File: src/rtl/tff_counter_n.sv
// Modulo-MODULUS up/down counter built from per-bit toggle cells with complementary
// outputs, preset, saturating parallel load, terminal-count flag and wrap pulse.
module tff_counter_n #(
   parameter int     WIDTH      = 4,
   parameter longint MODULUS    = 16,
   parameter longint PRESET_VAL = MODULUS - 1
) (
   input  logic             clk,
   input  logic             clr,
   input  logic             pre,
   input  logic             load,
   input  logic [WIDTH-1:0] din,
   input  logic             en,
   input  logic             up_dn,
   output logic [WIDTH-1:0] q,
   output logic [WIDTH-1:0] qn,
   output logic             tc,
   output logic             wrap
);

   localparam logic [WIDTH:0]   MODW = (WIDTH + 1)'(MODULUS);
   localparam logic [WIDTH-1:0] MAXV = WIDTH'(MODULUS - 1);
   localparam logic [WIDTH-1:0] PREV = WIDTH'(PRESET_VAL);
   localparam bit               FULL = (MODULUS == (longint'(1) << WIDTH));

   if (WIDTH < 1 || WIDTH > 32 || MODULUS < 2 || MODULUS > (longint'(1) << WIDTH) ||
       PRESET_VAL < 0 || PRESET_VAL >= MODULUS) begin : g_param_check
      $error("tff_counter_n: illegal WIDTH/MODULUS/PRESET_VAL combination");
   end

   logic [WIDTH-1:0] t_cnt;
   logic [WIDTH-1:0] t;
   logic [WIDTH-1:0] ld_val;

   if (FULL) begin : g_bin
      for (genvar i = 0; i < WIDTH; i++) begin : g_bit
         if (i == 0) begin : g_lsb
            assign t_cnt[i] = 1'b1;
         end else begin : g_upper
            assign t_cnt[i] = up_dn ? (&q[i-1:0]) : ~(|q[i-1:0]);
         end
      end
   end else begin : g_mod
      logic [WIDTH-1:0] nxt;
      always_comb begin
         nxt = q;
         if (up_dn) nxt = (q == MAXV) ? '0 : q + 1'b1;
         else       nxt = (q == '0) ? MAXV : q - 1'b1;
      end
      assign t_cnt = q ^ nxt;
   end

   always_comb begin
      ld_val = din;
      if (pre)                    ld_val = PREV;
      else if ({1'b0, din} >= MODW) ld_val = MAXV;
   end

   // Loads are also expressed as toggles (q ^ target) so every cell stays a pure T-FF.
   always_comb begin
      t = '0;
      if (pre || load) t = q ^ ld_val;
      else if (en)     t = t_cnt;
   end

   for (genvar i = 0; i < WIDTH; i++) begin : g_cell
      logic qb;
      always_ff @(posedge clk or posedge clr) begin
         if (clr)       qb <= 1'b0;
         else if (t[i]) qb <= ~qb;
      end
      assign q[i] = qb;
   end

   assign qn = ~q;
   assign tc = up_dn ? (q == MAXV) : (q == '0);

   always_ff @(posedge clk or posedge clr) begin
      if (clr) wrap <= 1'b0;
      else     wrap <= en & tc & ~pre & ~load;
   end

endmodule

File: config.mk
export PLATFORM = sky130hd
export DESIGN_NAME = tff_counter_n
export DESIGN_NICKNAME = d
export VERILOG_FILES = /design/src/rtl/tff_counter_n.sv
export SDC_FILE = /design/constraint.sdc
export NUM_CORES = 1
export LEC_CHECK = 0
export BUFFER_PORTS_ARGS = -buffer_cell sky130_fd_sc_hd__clkbuf_2
export CAP_MARGIN = 20
export CORE_AREA = 8 8 45 47
export DETAILED_ROUTE_END_ITERATION = 10
export DIE_AREA = 0 0 53 55
export SYNTH_ARGS = -nofsm -noshare
export SYNTH_HDL_FRONTEND = slang
export SYNTH_SLANG_ARGS = --single-unit
export TNS_END_PERCENT = 1
File: constraint.sdc
create_clock -name clk -period 2.05 [get_ports clk]
set_clock_uncertainty 0.1 [all_clocks]
set_input_delay 0.3075 -clock clk [delete_from_list [all_inputs] [get_ports clk]]
set_output_delay 0.3075 -clock clk [all_outputs]
set_load 0.02 [all_outputs]
-- Word level (Yosys, flattened, before mapping)
Cells that the tools add are included.
- div/mod/pow operators: 0
- magnitude comparators: 0
- $mul: 0
- shift operators: 0
- equality and inequality tests: 1
- reductions and logical operators: 6
- bitwise logic cells: 13
- $add $sub $neg: 0
- mux-type cells: 7
- operators by type and width (operator ; count):
    $mux W4 ; 3
    $not A1 Y1 ; 8
    $eq A4 B4 Y1 const B ; 1
    $logic_not A4 Y1 ; 1
    $mux W1 ; 4
    $not A4 Y4 ; 1
    $xor A4 B4 Y4 ; 1
    $and A1 B1 Y1 ; 3
    $reduce_and A3 Y1 ; 1
    $reduce_or A3 Y1 ; 1
    $reduce_and A2 Y1 ; 1
    $reduce_or A2 Y1 ; 1
    $logic_or A1 B1 Y1 ; 1
- output and inout bits: 10
- ROM bits: 0
- memories kept: 0
- latch bits: 0
- register bits after elaboration: 5
- input port bits: 10
- word-level logic and storage cells: 32
- RAM bits: 0

-- Logic depth before layout (Yosys ltp)
Gate-level depths: netlist of run 1.
- word-level depth: 5
- depth in mapped cells: 4
- gate-level depth less buffers: 3

-- Least setup slack after synthesis of run 1
Ideal clock, no wire load.
- kind: register to output
- from: reg g_cell[0].qb
- to: out tc
- arrival: 1444 ps
- setup slack: 199 ps
- cell stages (with the launch flop): 4
- required time: 1642 ps
- path buffers: 1
- cells stage by stage: dfrtp_1 buf_6 or4_4 mux2i_1
- longest elaborated chain between the ends: 2
- elaborated cells on any way between the ends: 3
- classes of those cells: eq/ne (1); mux (1); reduce/logical (1)
- RTL lines (item ; RTL line ; source):
    from (decl) ; 67 ; logic qb;
    from (signal assigned) ; 70 ; else if (t[i]) qb <= ~qb;
    $eq A4 B4 Y1 / $logic_not A4 Y1 (equally long branches) ; 76 ; assign tc = up_dn ? (q == MAXV) : (q == '0);
    $mux W1 * ; 76 ;
    to (decl) ; 17 ; output logic tc,
Mark *: on every way between the ends. The rest lies on a longest branch, timed or not.

-- Worst setup path after layout of run 1
- from: reg g_cell[2].qb
- to: out tc
- longest elaborated chain between the ends: 2
- elaborated cells on any way between the ends: 3
- classes of those cells: eq/ne (1); mux (1); reduce/logical (1)
- RTL lines (item ; RTL line):
    from (decl) ; 67
    from (signal assigned) ; 70
    $eq A4 B4 Y1 / $logic_not A4 Y1 (equally long branches) ; 76
    $mux W1 * ; 76
Marked as above.

==> reports/qor.csv, run 1 <==
metric,value,unit
"commonest non-fill, non-tap cells in the layout","clkbuf_2, inv_1",
first-pass GRT wire length,1710,um
Synth Area per Inst,8.92,um2
setup_tns,0,ns
Initial Util,30.3,%
worst-path cell chain,or4_4 > mux2i_2 > buf_4,
clk slew on worst S/H paths,0.05,ns
initial antenna violation count,0,
share of Yosys cell area claimed by the top area cell type,29.9,%
area grow syn2layout,31.6,%
r2r startpoint,g_cell[1].qb$_DFFE_PP0P_,
kind of end point of the critical path,primary output,
share of cells above drive strength 1,46.3,%
Synthesis Warnings,0,
Pre-antenna DRT Iters,4,
CP startpoint kind,register,
CTS Buf Count,3,
DIE WIDTH,53,um
Critical Path RT,1.64,ns
"Setup violations, final",0,
switching power,0.112,mW
gr usage total,8.17,%
PortBufs,19,
Crit path buffers/inverters,1,
Final Cycle Share,95.8,%
die area,2920,um2
Critical Path AT,1.56,ns
sequential area share after synthesis,29.9,%
final slew viol count,0,
row count,14,
Fill cells,151,
R2R Setup Slk,0.47,ns
CTS Buffer Depth,2,
Post-Synth Simple-Gate Area,32.2,%
largest net degree at the start of global routing,11,
Tmin final,1.96,ns
number of global-route vias before repair,392,
clock share of power,33.7,%
leading cell types by total area after synthesis,"dfrtp_1, buf_4, a2111oi_4",
CP max-delay cell,or4_4,
Fin Hold WS,0.218,ns
total gr overflow,0,
"flops & latches, synth",5,
Layout Nets,78,
sequential cell area,126,um2
core area,1380,um2
P_leak,0.286,nW
Pint,0.224,mW
Critical R2R Capture,g_cell[2].qb$_DFFE_PP0P_,
Least-Margin Pin Slew,0.368,ns
Top delay family on crit path,simple AND/OR/NAND/NOR gates,
reg2reg path depth,4,
drt total wl,1070,um
WL/cell,12.8,um
peak supply drop,0.245,mV
Root Driver,clkbuf_4,
vias per cell,5.05,
Setup crit end,tc,
htree depth,1,
Crit Path Category,reg2out,
sw frac,33.3,%
compound-cell area share of the yosys netlist,12.8,%
Starting DRT DRC Count,4,
# IOs,20,
"most common cell after layout, fill and taps aside",clkbuf_2,
Max-slew headroom,74.8,%
cell taking the most area after synthesis,dfrtp_1,
Adder-Cell Fraction of Synth Area,0,%
power share of the sequential group,34.0,%
area occupied by multi-input gates,230,um2
Post-Syn Area,419,um2
Placer Congestion,0.755,
DRC Markers,0,
power density cells,609,nW/um2
Synth Area in XOR/XNOR,4.18,%
WP depth,3,
synth unique cells,23,
largest family of logic cells by synthesized area,simple AND/OR/NAND/NOR gates,
post-route setup slack,0.0858,ns
clock sink count,5,
max frequency,0.509,GHz
DR vias,419,
mux cell area share after synthesis,4.78,%
Max-Cap Viols,0,
crit path from,g_cell[2].qb$_DFFE_PP0P_,
RSZ-0062 raised after global routing,no,
Worst Path Max Fanout,5,
worst hold-check path type,in2reg,
n_diodes,0,
Clock Latency Late Sink,0.24,ns
ANT nets after route,0,
CTS tree,built,
Final Hold Viols,0,
Die Y,55,um
Post-Syn Instances,47,
setup slack after placement,0.247,ns
Gate power share,32.2,%
outcome,"finished, final reports clean",
CP peak stage delay,0.53,ns
Synthesized Nets,57,
logic make-up (layout without fill, tap and decap cells):
family | after synthesis | count (layout)
flip-flops | 5 | 5
XOR/XNOR | 2 | 2
AO/OA/AOI/OAI | 4 | 4
buffers and inverters | 12 | 32
AND/OR/NAND/NOR | 22 | 22
multiplexers | 2 | 2
area by class of cell:
type	instances	share of cell area, %
Clock buffer	4	4.76
Timing Repair Buffer	23	23.6
Sequential cell	5	22.9
Inverter	5	3.40
Multi-Input combinational cell	30	41.7
Tap cell	16	3.63
sequential cells by signal (all words and copies together) (netlist names):
register / cells
g_cell.qb: 4
wrap: 1
synthesized netlist by cell type:
| cell | instances |
|---|---|
| dfrtp_1 | 5 |
| inv_1 | 5 |
| and3_1 | 4 |
| buf_4 | 4 |
| nor3_1 | 4 |
| nor2_1 | 3 |
| clkbuf_1 | 2 |
| mux2i_1 | 2 |
| nand2_1 | 2 |
| nand2b_1 | 2 |
| nand4_1 | 2 |
| a2111oi_0 | 1 |
| a2111oi_4 | 1 |
| a211oi_2 | 1 |
| buf_6 | 1 |
| nor3_2 | 1 |
| nor3b_1 | 1 |
| o21ai_0 | 1 |
| or4_1 | 1 |
| or4_4 | 1 |
| or4b_1 | 1 |
| xnor2_1 | 1 |
| xor2_1 | 1 |
through the flow:
| stage | power, mW | std cells | utilization (%) | cell area, um2 |
|---|---|---|---|---|
| floorplan | 0.191 | 47 | - | 419 |
| global placement | 0.214 | 76 | 35.6 | 493 |
| detailed placement | 0.216 | 76 | 35.6 | 493 |
| CTS | 0.336 | 81 | 38.5 | 533 |
| global route | 0.357 | 83 | 39.9 | 552 |
| finish | 0.336 | 83 | 39.9 | 552 |
power by group through the flow:
| stage | Sequential (mW) | Clock [mW] | Combinational [mW] |
|---|---|---|---|
| floorplan | 0.116 | 0 | 0.0749 |
| global placement | 0.116 | 0 | 0.0979 |
| detailed placement | 0.118 | 0 | 0.0988 |
| CTS | 0.117 | 0.118 | 0.102 |
| global route | 0.116 | 0.121 | 0.119 |
| finish | 0.114 | 0.113 | 0.108 |
worst min-delay path, cell delays in order:
cell,delay [ns]
clkbuf_2,0.08
nor2_1,0.09
nor3_1,0.05
worst min path at each step:
stage                start                       end  slack, ns  cells past startpoint
floorplan              clr  g_cell[0].qb$_DFFE_PP0P_      -0.01                      1
global placement       clr  g_cell[3].qb$_DFFE_PP0P_       0.09                      2
detailed placement     clr  g_cell[2].qb$_DFFE_PP0P_       0.10                      2
CTS                 din[1]  g_cell[1].qb$_DFFE_PP0P_       0.22                      3
global route        din[1]  g_cell[1].qb$_DFFE_PP0P_       0.23                      3
finish              din[1]  g_cell[1].qb$_DFFE_PP0P_       0.22                      3
repair_timing:
action,CTS,global route
endpoints found under the hold margin,5,0
resized for setup,2,2
hold buffers,1,0
buffers inserted,0,2
setup endpoints to repair,1,1
gates cloned,0,0
routing by layer:
layer  global-route usage, %  routed length (um)  up-vias
li1                        -                   -      206
met1                    8.60                 421      195
met2                    12.7                 503       16
met3                    4.28                 114        2
met4                    5.17                  26        0
met5                       0                   0        -
Power figures use the tool's default switching activity.
==> run 2: changes to the inputs <==
CTS_BUF_LIST = sky130_fd_sc_hd__clkbuf_8 sky130_fd_sc_hd__clkbuf_16   (was default)
SKIP_CTS_REPAIR_TIMING = 1   (was default)
==> reports/qor.csv, run 2 (synthesized netlist as in run 1, its figures left out) <==
metric,value,unit,change
Hold Crit Start,din[1],,unchanged
Critical Path RT,1.64,ns,about the same
Root Driver,clkbuf_8,,was clkbuf_4
WL/cell,13.2,um,was 12.8 um
RSZ-0062 raised after global routing,no,,unchanged
final slew viol count,0,,unchanged
n_diodes,0,,unchanged
Layout Nets,76,,was 78
CP startpoint kind,register,,unchanged
Max-slew headroom,74.8,%,about the same
Final Hold Viols,0,,unchanged
Initial Util,30.3,%,unchanged
clk slew on worst S/H paths,0.03,ns,was 0.05 ns
post-route setup slack,0.0610,ns,was 0.0858 ns
outcome,"finished, final reports clean",,unchanged
power density cells,707,nW/um2,was 609 nW/um2
Critical R2R Capture,g_cell[3].qb$_DFFE_PP0P_,,was g_cell[2].qb$_DFFE_PP0P_
initial antenna violation count,0,,unchanged
Least-Margin Pin Slew,0.369,ns,was 0.368 ns
core area,1380,um2,unchanged
setup slack after placement,0.247,ns,unchanged
area grow syn2layout,32.5,%,was 31.6%
CP peak stage delay,0.56,ns,was 0.53 ns
first-pass GRT wire length,1680,um,was 1710 um
worst hold-check path type,in2reg,,unchanged
Top reg by flops,g_cell.qb,,unchanged
largest net degree at the start of global routing,11,,unchanged
Placed Cells,76,,unchanged
sequential cell area,126,um2,unchanged
largest registers,"g_cell.qb x4, wrap x1",,unchanged
share of cells above drive strength 1,44.6,%,was 46.3%
Max-Cap Viols,0,,unchanged
met3 Track Usage GR,4.28,%,unchanged
met1 Use GR,8.60,%,unchanged
Critical Path AT,1.58,ns,was 1.56 ns
Fill cells,153,,was 151
WHS Path Cells,3,,unchanged
fin area,556,um2,was 552 um2
area occupied by multi-input gates,230,um2,unchanged
row count,14,,unchanged
drt total wl,1070,um,about the same
Final Cycle Share,97.0,%,was 95.8%
htree depth,1,,unchanged
total gr overflow,0,,unchanged
clock sink count,5,,unchanged
ANT nets after route,0,,unchanged
R2R Setup Slk,0.42,ns,was 0.47 ns
Worst Hold End,g_cell[1].qb$_DFFE_PP0P_,,unchanged
worst-path cell chain,or4_4 > mux2i_2 > buf_4,,unchanged
Tmin final,1.99,ns,was 1.96 ns
"Setup violations, final",0,,unchanged
max frequency,0.503,GHz,was 0.509 GHz
GRT Max-Usage Layer,met2,,unchanged
reg2reg path depth,3,,was 4
"commonest non-fill, non-tap cells in the layout","clkbuf_2, inv_1, nor3_1, and3_1, dfrtp_1",,"was clkbuf_2, inv_1"
number of global-route vias before repair,380,,was 392
DRC Markers,0,,unchanged
peak supply drop,0.304,mV,was 0.245 mV
"most common cell after layout, fill and taps aside",clkbuf_2,,unchanged
CTS Buffer Depth,2,,unchanged
Clock Latency Late Sink,0.22,ns,was 0.24 ns
die area,2920,um2,unchanged
Fin Hold WS,0.240,ns,was 0.218 ns
max reg flops,4,,unchanged
vias per cell,5.04,,was 5.05
Placer Congestion,0.755,,unchanged
Pre-antenna DRT Iters,4,,unchanged
setup_tns,0,ns,unchanged
Die Y,55,um,unchanged
Worst Path Max Fanout,8,,was 5
CTS tree,built,,unchanged
Starting DRT DRC Count,2,,was 4
P_leak,0.289,nW,was 0.286 nW
DR vias,408,,was 419
# IOs,20,,unchanged
fin cells,81,,was 83
gr usage total,8.01,%,was 8.17%
PortBufs,19,,unchanged
GRT met2 Usage,12.1,%,was 12.7%
CP max-delay cell,or4_4,,unchanged
r2r startpoint,g_cell[1].qb$_DFFE_PP0P_,,unchanged
Crit path buffers/inverters,1,,unchanged
Crit Path Category,reg2out,,unchanged
DIE WIDTH,53,um,unchanged
CTS Buf Count,3,,unchanged
dpl cell area,493,um2,unchanged
Top delay family on crit path,simple AND/OR/NAND/NOR gates,,unchanged
kind of end point of the critical path,primary output,,unchanged
-- run 2: how the worst max path moves through the flow --
| stage | start | end | slack (ns) | cells after the start |
|---|---|---|---|---|
| final | g_cell[1].qb$_DFFE_PP0P_ | tc | 0.06 | 3 |
| after global routing | g_cell[1].qb$_DFFE_PP0P_ | tc | 0.005 | 3 |
| after CTS | g_cell[1].qb$_DFFE_PP0P_ | tc | 0.01 | 3 |
| after detailed placement | g_cell[1].qb$_DFFE_PP0P_ | tc | 0.25 | 3 |
| after global placement | g_cell[1].qb$_DFFE_PP0P_ | tc | 0.29 | 3 |
| after floorplan | g_cell[0].qb$_DFFE_PP0P_ | tc | 0.20 | 3 |
-- run 2: tightest hold or removal path: cells and delay by family --
family	cells	cell delay (ns)
buffers and inverters	1	0.08
and+or+nand+nor	2	0.14
-- run 2: layout make-up --
cell class,instances,share of cell area [%]
multi-input cells,30,41.4
clock buffers,3,7.43
flip-flops and latches,5,22.7
well taps,16,3.60
inverters,5,3.38
clock inverters,1,0.676
repair buffers,21,20.7
-- run 2: per-layer routing --
metal,vias up,share of wire [%]
li1,200,-
met1,189,39
met2,17,46
met3,2,12
met4,0,2.4
met5,-,0
-- run 2: power breakdown --
part / switching, mW / internal, mW / total (mW)
logic: 0.0615 / 0.0399 / 0.101
clock network: 0.0462 / 0.128 / 0.174
registers: 0.0100 / 0.107 / 0.117
total: 0.118 / 0.275 / 0.393
-- run 2: metrics by stage --
step	util, %	power [mW]
final	40.1	0.393
after detailed placement	35.6	0.216
after global routing	40.1	0.415
after CTS	38.9	0.395
after floorplan	-	0.191
after global placement	35.6	0.214
